`config.mk`:
```
export PLATFORM = sky130hd
export DESIGN_NAME = multicycle_control
export DESIGN_NICKNAME = d
export VERILOG_FILES = /design/src/rtl/multicycle_control_pkg.sv /design/src/rtl/multicycle_control_field_decoder.sv /design/src/rtl/multicycle_control.sv
export SDC_FILE = /design/constraint.sdc
export NUM_CORES = 1
export LEC_CHECK = 0
export ABC_AREA = 1
export BUFFER_PORTS_ARGS = -buffer_cell sky130_fd_sc_hd__buf_2
export CELL_PAD_IN_SITES_DETAIL_PLACEMENT = 2
export CELL_PAD_IN_SITES_GLOBAL_PLACEMENT = 2
export CORE_ASPECT_RATIO = 0.5
export CORE_UTILIZATION = 20
export DETAILED_ROUTE_END_ITERATION = 6
export PLACE_DENSITY = 0.86
export SLEW_MARGIN = 20
export SYNTH_ARGS = -nofsm -noshare
export SYNTH_HDL_FRONTEND = slang
export SYNTH_SLANG_ARGS = --single-unit
```
`constraint.sdc`:
```
create_clock -name clock -period 1.95 [get_ports clock]
set_input_delay 0.2925 -clock clock [delete_from_list [all_inputs] [get_ports clock]]
set_output_delay 0.2925 -clock clock [all_outputs]
set_load 0.1 [all_outputs]
```
`src/rtl/multicycle_control_pkg.sv`:
```
// Shared configuration for the multicycle control unit: opcodes, state and field encodings.
package multicycle_control_pkg;

  localparam int unsigned OPCODE_W = 7;
  localparam int unsigned ALU_OP_W = 3;
  localparam int unsigned WB_SEL_W = 3;

  localparam logic [OPCODE_W-1:0] OPCODE_LOAD     = 7'b0000011;
  localparam logic [OPCODE_W-1:0] OPCODE_MISC_MEM = 7'b0001111;
  localparam logic [OPCODE_W-1:0] OPCODE_OP_IMM   = 7'b0010011;
  localparam logic [OPCODE_W-1:0] OPCODE_AUIPC    = 7'b0010111;
  localparam logic [OPCODE_W-1:0] OPCODE_STORE    = 7'b0100011;
  localparam logic [OPCODE_W-1:0] OPCODE_OP       = 7'b0110011;
  localparam logic [OPCODE_W-1:0] OPCODE_LUI      = 7'b0110111;
  localparam logic [OPCODE_W-1:0] OPCODE_BRANCH   = 7'b1100011;
  localparam logic [OPCODE_W-1:0] OPCODE_JALR     = 7'b1100111;
  localparam logic [OPCODE_W-1:0] OPCODE_JAL      = 7'b1101111;

  typedef enum logic [2:0] {
    ST_FETCH  = 3'd0,
    ST_DECODE = 3'd1,
    ST_EXEC   = 3'd2,
    ST_MEM    = 3'd3,
    ST_WB     = 3'd4
  } state_e;

  typedef enum logic [ALU_OP_W-1:0] {
    ALU_PASS_B   = 3'b000,
    ALU_ADD      = 3'b001,
    ALU_FUNC     = 3'b010,
    ALU_FUNC_ALT = 3'b011
  } alu_op_e;

  typedef enum logic [WB_SEL_W-1:0] {
    WB_SEL_ALU = 3'b000,
    WB_SEL_MEM = 3'b001,
    WB_SEL_PC4 = 3'b010,
    WB_SEL_IMM = 3'b011
  } wb_sel_e;

  typedef struct packed {
    logic    alu_a_sel;
    logic    alu_b_sel;
    alu_op_e alu_op;
    wb_sel_e wb_sel;
    logic    is_jal;
    logic    is_jalr;
  } ctrl_fields_t;

  // Opcodes that proceed from DECODE into EXEC.
  function automatic logic is_exec_opcode(input logic [OPCODE_W-1:0] op);
    case (op)
      OPCODE_LOAD, OPCODE_STORE, OPCODE_OP, OPCODE_OP_IMM, OPCODE_AUIPC,
      OPCODE_LUI, OPCODE_BRANCH, OPCODE_JAL, OPCODE_JALR: return 1'b1;
      default:                                            return 1'b0;
    endcase
  endfunction

endpackage

```
`src/rtl/multicycle_control_field_decoder.sv`:
```
// Per-opcode ALU operand/operation and writeback-select table.
module control_field_decoder
  import multicycle_control_pkg::*;
(
  input  logic [OPCODE_W-1:0] opcode_i,
  input  logic                bit_30_i,
  output ctrl_fields_t        fields_o
);

  // Pure table lookup; unsupported opcodes map to all-zero fields.
  always_comb begin
    fields_o = '0;
    case (opcode_i)
      OPCODE_LOAD: begin
        fields_o.alu_b_sel = 1'b1;
        fields_o.alu_op    = ALU_ADD;
        fields_o.wb_sel    = WB_SEL_MEM;
      end
      OPCODE_STORE: begin
        fields_o.alu_b_sel = 1'b1;
        fields_o.alu_op    = ALU_ADD;
      end
      OPCODE_JALR: begin
        fields_o.alu_b_sel = 1'b1;
        fields_o.alu_op    = ALU_ADD;
        fields_o.wb_sel    = WB_SEL_PC4;
        fields_o.is_jalr   = 1'b1;
      end
      OPCODE_OP_IMM: begin
        fields_o.alu_b_sel = 1'b1;
        fields_o.alu_op    = ALU_FUNC;
      end
      OPCODE_AUIPC: begin
        fields_o.alu_a_sel = 1'b1;
        fields_o.alu_b_sel = 1'b1;
        fields_o.alu_op    = ALU_ADD;
      end
      OPCODE_JAL: begin
        fields_o.alu_a_sel = 1'b1;
        fields_o.alu_b_sel = 1'b1;
        fields_o.alu_op    = ALU_ADD;
        fields_o.wb_sel    = WB_SEL_PC4;
        fields_o.is_jal    = 1'b1;
      end
      OPCODE_OP: begin
        fields_o.alu_op = bit_30_i ? ALU_FUNC_ALT : ALU_FUNC;
      end
      OPCODE_BRANCH: begin
        fields_o.alu_op = ALU_ADD;
      end
      OPCODE_LUI: begin
        fields_o.alu_op = ALU_PASS_B;
        fields_o.wb_sel = WB_SEL_IMM;
      end
      default: fields_o = '0;
    endcase
  end

endmodule

```
`src/rtl/multicycle_control.sv`:
```
// Multicycle FETCH/DECODE/EXEC/MEM/WB control FSM with state- and opcode-decoded outputs.
module multicycle_control
  import multicycle_control_pkg::*;
(
  input  logic                clock,
  input  logic                reset_n,
  input  logic [OPCODE_W-1:0] inst_opcode,
  input  logic                inst_bit_30,
  input  logic                mem_ready,
  output logic                inst_mem_read_enable,
  output logic                ir_write_enable,
  output logic                pc_write_enable,
  output logic                regfile_write_enable,
  output logic                alu_operand_a_select,
  output logic                alu_operand_b_select,
  output logic [ALU_OP_W-1:0] alu_op_type,
  output logic                jal_enable,
  output logic                jalr_enable,
  output logic                branch_enable,
  output logic                data_mem_read_enable,
  output logic                data_mem_write_enable,
  output logic [WB_SEL_W-1:0] reg_writeback_select,
  output logic                inst_retired,
  output logic                illegal_inst
);

  state_e       state_q, state_d;
  ctrl_fields_t fields;

  control_field_decoder u_field_decoder (
    .opcode_i (inst_opcode),
    .bit_30_i (inst_bit_30),
    .fields_o (fields)
  );

  // State register; reset lands in FETCH without waiting for a clock edge.
  always_ff @(posedge clock or negedge reset_n) begin
    if (!reset_n) state_q <= ST_FETCH;
    else          state_q <= state_d;
  end

  // Next state and control outputs; everything is forced low while reset is held.
  always_comb begin
    state_d               = state_q;
    inst_mem_read_enable  = 1'b0;
    ir_write_enable       = 1'b0;
    pc_write_enable       = 1'b0;
    regfile_write_enable  = 1'b0;
    alu_operand_a_select  = 1'b0;
    alu_operand_b_select  = 1'b0;
    alu_op_type           = '0;
    jal_enable            = 1'b0;
    jalr_enable           = 1'b0;
    branch_enable         = 1'b0;
    data_mem_read_enable  = 1'b0;
    data_mem_write_enable = 1'b0;
    reg_writeback_select  = '0;
    inst_retired          = 1'b0;
    illegal_inst          = 1'b0;

    if (reset_n) begin
      if (state_q == ST_EXEC || state_q == ST_MEM || state_q == ST_WB) begin
        alu_operand_a_select = fields.alu_a_sel;
        alu_operand_b_select = fields.alu_b_sel;
        alu_op_type          = fields.alu_op;
      end

      case (state_q)
        ST_FETCH: begin
          inst_mem_read_enable = 1'b1;
          if (mem_ready) begin
            ir_write_enable = 1'b1;
            state_d         = ST_DECODE;
          end
        end
        ST_DECODE: begin
          if (is_exec_opcode(inst_opcode)) begin
            state_d = ST_EXEC;
          end else if (inst_opcode == OPCODE_MISC_MEM) begin
            pc_write_enable = 1'b1;
            inst_retired    = 1'b1;
            state_d         = ST_FETCH;
          end else begin
            pc_write_enable = 1'b1;
            illegal_inst    = 1'b1;
            state_d         = ST_FETCH;
          end
        end
        ST_EXEC: begin
          if (inst_opcode == OPCODE_LOAD || inst_opcode == OPCODE_STORE) begin
            state_d = ST_MEM;
          end else if (inst_opcode == OPCODE_BRANCH) begin
            branch_enable   = 1'b1;
            pc_write_enable = 1'b1;
            inst_retired    = 1'b1;
            state_d         = ST_FETCH;
          end else begin
            state_d = ST_WB;
          end
        end
        ST_MEM: begin
          if (inst_opcode == OPCODE_STORE) begin
            data_mem_write_enable = 1'b1;
            if (mem_ready) begin
              pc_write_enable = 1'b1;
              inst_retired    = 1'b1;
              state_d         = ST_FETCH;
            end
          end else begin
            data_mem_read_enable = 1'b1;
            if (mem_ready) state_d = ST_WB;
          end
        end
        ST_WB: begin
          regfile_write_enable = 1'b1;
          pc_write_enable      = 1'b1;
          inst_retired         = 1'b1;
          reg_writeback_select = fields.wb_sel;
          jal_enable           = fields.is_jal;
          jalr_enable          = fields.is_jalr;
          state_d              = ST_FETCH;
        end
        default: state_d = ST_FETCH;
      endcase
    end
  end

endmodule

```
==> results of run 1 <==
synth_stat cells:
| cell type | instances |
|---|---|
| a211oi_1 | 1 |
| a21oi_1 | 4 |
| a31oi_1 | 1 |
| a41oi_1 | 1 |
| buf_4 | 2 |
| clkinv_1 | 1 |
| conb_1 | 1 |
| dfrtp_1 | 3 |
| inv_1 | 12 |
| inv_2 | 2 |
| nand2_1 | 33 |
| nand2_2 | 2 |
| nand3_1 | 7 |
| nand4_1 | 1 |
| nor2_1 | 21 |
| nor2_2 | 2 |
| nor2_4 | 2 |
| nor3_1 | 4 |
| o211ai_1 | 1 |
| o21ai_0 | 3 |
| o21ai_1 | 1 |
| o21ai_2 | 1 |
timing repair:
| action | 4_1_cts |
|---|---|
| hold endpoints to repair | 3 |
| gates resized for setup | 8 |
| setup buffers | 3 |
| setup endpoints to repair | 8 |
| hold buffers | 1 |
| gates cloned | 0 |
| pin swaps | 3 |
cells by family after synthesis:
family	Yosys count	share of synthesized area, %
and+or+nand+nor	72	57.64
buffers and inverters	17	13.19
AOI/OAI and AO/OA	13	14.58
DFF	3	13.89
other	1	0.6938
through the flow:
step,util [%],std cells
after floorplan,-,107
after global placement,51.47,175
after detailed placement,51.47,175
after CTS,55.87,183
==> flow_summary.yaml, run 1 <==
status:
  status: "stopped before the end"
  failing_step: "global routing"
  stop_error: "[ERROR DPL-0033] detailed placement checks failed during check placement."
place:
  portBuffers: 27
  place_ws_ns: -0.1736
  place_congestion: 0.7419
  placed_cell_area_um2: 1229
  dp_hpwl_um: 3068
yosys:
  postSynthAreaPerCell_um2: 5.099
  synthCells: 106
  synth_area_leaders: "nand2_1 (23%), nor2_1 (15%), dfrtp_1 (14%)"
  synth_top_area_cell: "nand2_1"
  yosysWarningCount: 0
  ys_ff_latch: 3
  yosysUniqueCellTypes: 22
  netlist_area_um2: 540.5
  ys_seq_area_share_pct: 13.89
  yosysTopAreaCellShare_pct: 22.92
clock_network:
  cts_sinks: 3
  clk_path_buf_depth: 2
  cts_root_buffer: "clkbuf_8"
  numCtsBuffers: 3
  htreeDepth: 1
floorplanning:
  die_y_um: 38.76
  die_w_um: 75.52
  ioPinCount: 30
  rows: 12
  initial_utilization_pct: 22.64
global_route:
  antenna_found_initial: 0
  grt_max_degree: 10
sta:
  worst_endpoint_kind: "top-level output"
  worst_endpoint: "pc_write_enable"
==> run 2, diff against run 1 <==
- CELL_PAD_IN_SITES_DETAIL_PLACEMENT: 2 -> not set
- CELL_PAD_IN_SITES_GLOBAL_PLACEMENT: 2 -> not set
- CORE_AREA: not set -> 2 2 63 65
- CORE_ASPECT_RATIO: 0.5 -> not set
- CORE_UTILIZATION: 20 -> not set
- DIE_AREA: not set -> 0 0 65 67
- PLACE_DENSITY: 0.86 -> not set
- PLACE_DENSITY_LB_ADDON: not set -> 0.15
==> run 2 against run 1 <==
  * The run now ends clean
  * Area after synthesis stayed put
  * Synthesized cell count stayed put
==> flow_summary.yaml, run 2 <==
routing:
  viasPerCell: 3.970
  drc_errors: 0
  wl_per_cell_um: 10.62
  dr.pass1.iters: 4
  drtAntennaViolNets: 0
  routed_wirelength_um: 2093
  vias: 782
  drtIter0Drc: 6
setup_path:
  start_kind: "flop"
  endpoint_kind: "output port"
  worst-setup-path-type: "reg2out"
  worstPathRequired_ns: 1.66
  r2r_setup_slack_ns: 0.63
  crit_fanout: 4
  worst_ep_arrival_time_ns: 1.59
yosys:
  synth_top_area_cell: "nand2_1"
  async_flop_share_pct: 100.0
  netlist_area_um2: 540.5
  yosysTopAreaCellShare_pct: 22.92
  ys_ff_latch: 3
  synth_area_leaders: "nand2_1 (23%), nor2_1 (15%), dfrtp_1 (14%)"
  yosysWarningCount: 0
  synthTopCellsByCount: "nand2_1 (33), nor2_1 (21), inv_1 (12)"
  postSynthAreaPerCell_um2: 5.099
  synth_ff_type: "dfrtp_1"
  yosysUniqueCellTypes: 22
  ys_seq_area_share_pct: 13.89
  synth_edf_count: 0
  synthCells: 106
  yosysMostFrequentCell: "nand2_1"
place:
  dp_hpwl_um: 1767
  place_ws_ns: 0.03670
  place_congestion: 0.7498
  dp_cells: 190
  portBuffers: 27
final_layout:
  drive_gt1_share_pct: 63.76
  reg_top3: "state_q (3)"
  final_cells: 197
  regMostFlops: "state_q"
  antennaDiodeCount: 0
  layout_common_cells: "nand2_1 (20), buf_12 (17), nand2_2 (11), buf_4 (11), buf_2 (10)"
  largest_register_ffs: 3
  layout_commonest_cell: "nand2_1"
  finalNetCount: 161
  area_delta_synth_final_pct: 155.1
global_route:
  antenna_found_initial: 0
  grt_max_degree: 6
  grt_pass1_wl_um: 3470
  grt_overflow: 0
  grt_pass1_vias: 806
  track_usage_pct: 10.23
power:
  ir_drop_mv: 0.4860
  p_per_area_nw_per_um2: 625.2
  leakage_nw: 0.5831
clock_network:
  cts_tree: "built"
  clock_latency_ns: 0.21
  clk_path_buf_depth: 2
  numCtsBuffers: 3
  path_clk_slew_ns: 0.03
  cts_root_buffer: "clkbuf_8"
  cts_sinks: 3
  htreeDepth: 1
flow_run:
  maxCapViolCount: 0
floorplanning:
  die_w_um: 65
  initial_utilization_pct: 14.99
  rows: 22
  die_y_um: 67
  core_um2: 3606
  ioPinCount: 30
  die_area_um2: 4355
sta:
  finalClockSkew_ns: 0.00009726
  timing.final.crit_share_pct: 96.64
  period_minus_slack_ns: 1.885
  holdWs_ns: 0.5059
  setup_ws_ns: 0.06546
  maxSlewViolCount: 0
  max_freq_mhz: 530.6
  final-setup-viol-count: 0
  rsz0062_at_grt: "yes"
  hold_violations: 0
worst_hold_path:
  min_path_type: "in2async"
status:
  status: "finished, final reports clean"
==> run 2: final timing paths <==
check	start	endpoint	depth (start not counted)
max	state_q[2]	inst_retired	7
min	reset_n	state_q[2]	2
min in group clock	mem_ready	state_q[1]	4
max in group asynchronous	reset_n	state_q[1]	2
max reg2reg	state_q[0]	state_q[0]	7
min reg2reg	state_q[2]	state_q[2]	2
==> run 2: where the power goes <==
group	internal, mW	total [mW]	switching, mW	leakage [nW]
Sequential	0.0777	0.102	0.0245	0.0382
Clock	0.139	0.177	0.0380	0.0228
Combinational	0.185	0.583	0.397	0.522
==> run 2: kinds of logic (layout without fill, tap and decap cells) <==
kind of cell,count (synthesis),in the layout,share of synthesized area [%]
DFF,3,3,13.89
other,1,2,0.6938
AOI/OAI and AO/OA,13,13,14.58
and+or+nand+nor,72,72,57.64
buffers and inverters,17,59,13.19
==> run 2: routing by layer <==
metal	track usage, %	vias up	part of all wire [%]
met5	0	-	0
met4	3.989	0	0
met3	1.858	0	4.8
met2	18.81	20	52
met1	11.62	345	43
li1	-	417	-
==> run 2: what timing repair did <==
action,4_1_cts,5_1_grt
buffers inserted,0,2
hold buffers,1,0
pin swaps,0,4
endpoints found under the hold margin,3,0
gates cloned,0,0
resized for setup,3,12
setup endpoints to repair,3,4
==> run 2: final cells by class <==
| cell class | instances | area (um2) |
|---|---|---|
| Fill cell | 371 | 2227 |
| Multi-Input combinational cell | 87 | 638.1 |
| Timing Repair Buffer | 40 | 494.2 |
| Sequential cell | 3 | 76.32 |
| Inverter | 15 | 65.06 |
| Tap cell | 48 | 60.06 |
| Clock buffer | 4 | 45.04 |
==> run 2: stage by stage <==
stage | utilization [%] | TNS [ns] | cell area [um2] | total power [mW]
6_report | 38.24 | 0 | 1379 | 0.8620
5_1_grt | 38.24 | -0.03907 | 1379 | 0.9133
4_1_cts | 36.75 | 0 | 1325 | 0.8379
3_5_place_dp | 34.94 | 0 | 1260 | 0.6424
3_3_place_gp | 34.94 | 0 | 1260 | 0.6402
2_1_floorplan | - | -1.292 | 749.5 | 0.4713
==> run 2: worst max-delay path: stages (launching register included) <==
cell	delay [ns]
dfrtp_1	0.38
inv_2	0.11
nand2_4	0.07
nor2_4	0.11
buf_6	0.10
nand4_1	0.12
a41oi_4	0.27
buf_12	0.20
Note: power is estimated with default switching activity, not from simulation.
==> run 3, diff against run 2 <==
- PLACE_DENSITY: not set -> 0.34
- PLACE_DENSITY_LB_ADDON: 0.15 -> not set
==> run 3 against run 2 <==
  * Sequential cell count stayed put
  * Combinational power rose by 2%
  * Maximum frequency down 1.7%
  * Register-to-register slack worse by 0.05 ns
  * Total power rose by 1.4%
  * Clock power barely moved
  * Sequential share of layout area about the same
  * First-iteration DRC count increased by 33%
  * Design area shrank 0.45%
  * Hold slack lost 0.0069 ns
  * Clock skew rose by 0.0016 ns
==> flow_summary.yaml, run 3 (synthesized netlist as in run 2, its figures left out) <==
clock_network:
  cts_sinks: 3
  path_clk_slew_ns: 0.03
  cts_root_buffer: "clkbuf_8"
  numCtsBuffers: 3
  cts_tree: "built"
  clk_path_buf_depth: 2
  htreeDepth: 1
  clock_latency_ns: 0.21
setup_path:
  endpoint_kind: "output port"
  crit_buf_inv: 2
  r2r_setup_slack_ns: 0.58
  cp.depth: 8
  worstPathRequired_ns: 1.66
  critPathTopFamily: "simple AND/OR/NAND/NOR gates"
  rr_endpoint: "state_q[0]"
  crit_fanout: 4
  max_stage_delay_ns: 0.43
  worst-setup-path-type: "reg2out"
  worst_path_max_delay_cell: "dfrtp_1"
  ff2ff_path_depth: 6
  crit_path_cell_trace: "nor3_2 -> inv_2 -> nand2_1 -> nand2_4 -> nor2_4 -> nand2_2 -> o21ai_4 -> buf_12"
  start_kind: "flop"
  worst_ep_arrival_time_ns: 1.62
  reg2reg_from: "state_q[0]"
floorplanning:
  core_um2: 3606
  die_y_um: 67
  rows: 22
  initial_utilization_pct: 14.99
  ioPinCount: 30
  die_area_um2: 4355
  die_w_um: 65
final_layout:
  layout_common_cells: "nand2_1 (19), buf_12 (17), nand2_2 (13)"
  regMostFlops: "state_q"
  finalNetCount: 160
  largest_register_ffs: 3
  reg_top3: "state_q (3)"
  drive_gt1_share_pct: 64.86
  fin_area_um2: 1373
  area_delta_synth_final_pct: 153.9
  antennaDiodeCount: 0
  layout_commonest_cell: "nand2_1"
power:
  clock_power_share_pct: 20.4
  p_total_uw: 874.1
  pwr-share-comb_pct: 68.1
  leakage_nw: 0.5761
  ir_drop_mv: 0.4443
  p_switching_uw: 462.2
  internal_power_uw: 411.9
  p_per_area_nw_per_um2: 636.8
  power_frac_seq_pct: 11.5
  netSwitchingFraction_pct: 52.88
routing:
  routed_wirelength_um: 1957
  viasPerCell: 3.985
  drtAntennaViolNets: 0
  drc_errors: 0
  drtIter0Drc: 8
  wl_per_cell_um: 9.985
  dr.pass1.iters: 3
  vias: 781
status:
  status: "finished, final reports clean"
flow_run:
  maxCapViolCount: 0
global_route:
  grt_pass1_wl_um: 3353
  grt_pass1_vias: 770
  grt_overflow: 0
  track_usage_pct: 9.982
  grt_max_degree: 8
  antenna_found_initial: 0
sta:
  timing.final.crit_share_pct: 98.29
  finalClockSkew_ns: 0.001736
  rsz0062_at_grt: "yes"
  period_minus_slack_ns: 1.917
  setup_ws_ns: 0.03334
  hold_violations: 0
  max_freq_mhz: 521.7
  final-setup-viol-count: 0
  maxSlewViolCount: 0
place:
  portBuffers: 27
  place_ws_ns: 0.05719
  placed_cell_area_um2: 1252
  place_congestion: 0.7688
  dp_hpwl_um: 1724
worst_hold_path:
  hold_end: "state_q[1]"
  hp-start: "mem_ready"
  min_path_type: "in2reg"
  hold_path_depth: 4
run 3: worst max path at each step:
stage                               from                      end  slack, ns
after floorplan                  reset_n  reg_writeback_select[0]      -0.32
after global placement    inst_opcode[4]          pc_write_enable       0.06
after detailed placement  inst_opcode[4]          pc_write_enable       0.06
after CTS                     state_q[2]     alu_operand_b_select      -0.06
after global routing          state_q[2]     alu_operand_b_select      -0.06
final                         state_q[0]     alu_operand_b_select       0.03
run 3: metal layers:
| layer | vias up | part of all wire (%) | global-route usage [%] |
|---|---|---|---|
| met3 | 2 | 4.1 | 1.351 |
| met1 | 344 | 44 | 11.83 |
| met2 | 19 | 51 | 18.04 |
| met5 | - | 0 | 0 |
| li1 | 416 | - | - |
| met4 | 0 | 0.51 | 3.989 |
run 3: area by class of cell:
class	count	area, um2
multi-input combinational	87	643.1
inverter	15	65.06
sequential	3	76.32
tap	48	60.06
fill	376	2233
timing repair buffer	39	483.0
clock buffer	4	45.04
run 3: repair_timing:
action                                  CTS  global route
endpoints found under the setup margin    3             5
buffers inserted                          0             2
pin swaps                                 0             2
hold endpoints to repair                  3             0
hold buffers                              1             0
resized for setup                         2            13
run 3: through the flow:
| stage | utilization, % | TNS, ns | instances | hold WS [ns] |
|---|---|---|---|---|
| 2_1_floorplan | - | -1.292 | 107 | -0.003091 |
| 3_3_place_gp | 34.73 | 0 | 189 | 0.2181 |
| 3_5_place_dp | 34.73 | 0 | 189 | 0.2102 |
| 4_1_cts | 36.40 | -0.1132 | 194 | 0.4925 |
| 5_1_grt | 38.06 | -0.1041 | 196 | 0.5509 |
| 6_report | 38.06 | 0 | 196 | 0.4990 |
run 3: power groups by stage:
| stage | combinational, mW | clock [mW] | sequential (mW) |
|---|---|---|---|
| floorplan | 0.382 | 0 | 0.0892 |
| global placement | 0.549 | 0 | 0.0918 |
| detailed placement | 0.547 | 0 | 0.0922 |
| CTS | 0.554 | 0.186 | 0.0924 |
| global route | 0.625 | 0.194 | 0.102 |
| finish | 0.595 | 0.179 | 0.100 |
run 3: tightest hold or removal path, delay by kind of cell:
family / cells / cell delay [ns]
AO/OA/AOI/OAI: 2 / 0.21
buffers and inverters: 1 / 0.11
AND/OR/NAND/NOR: 1 / 0.06
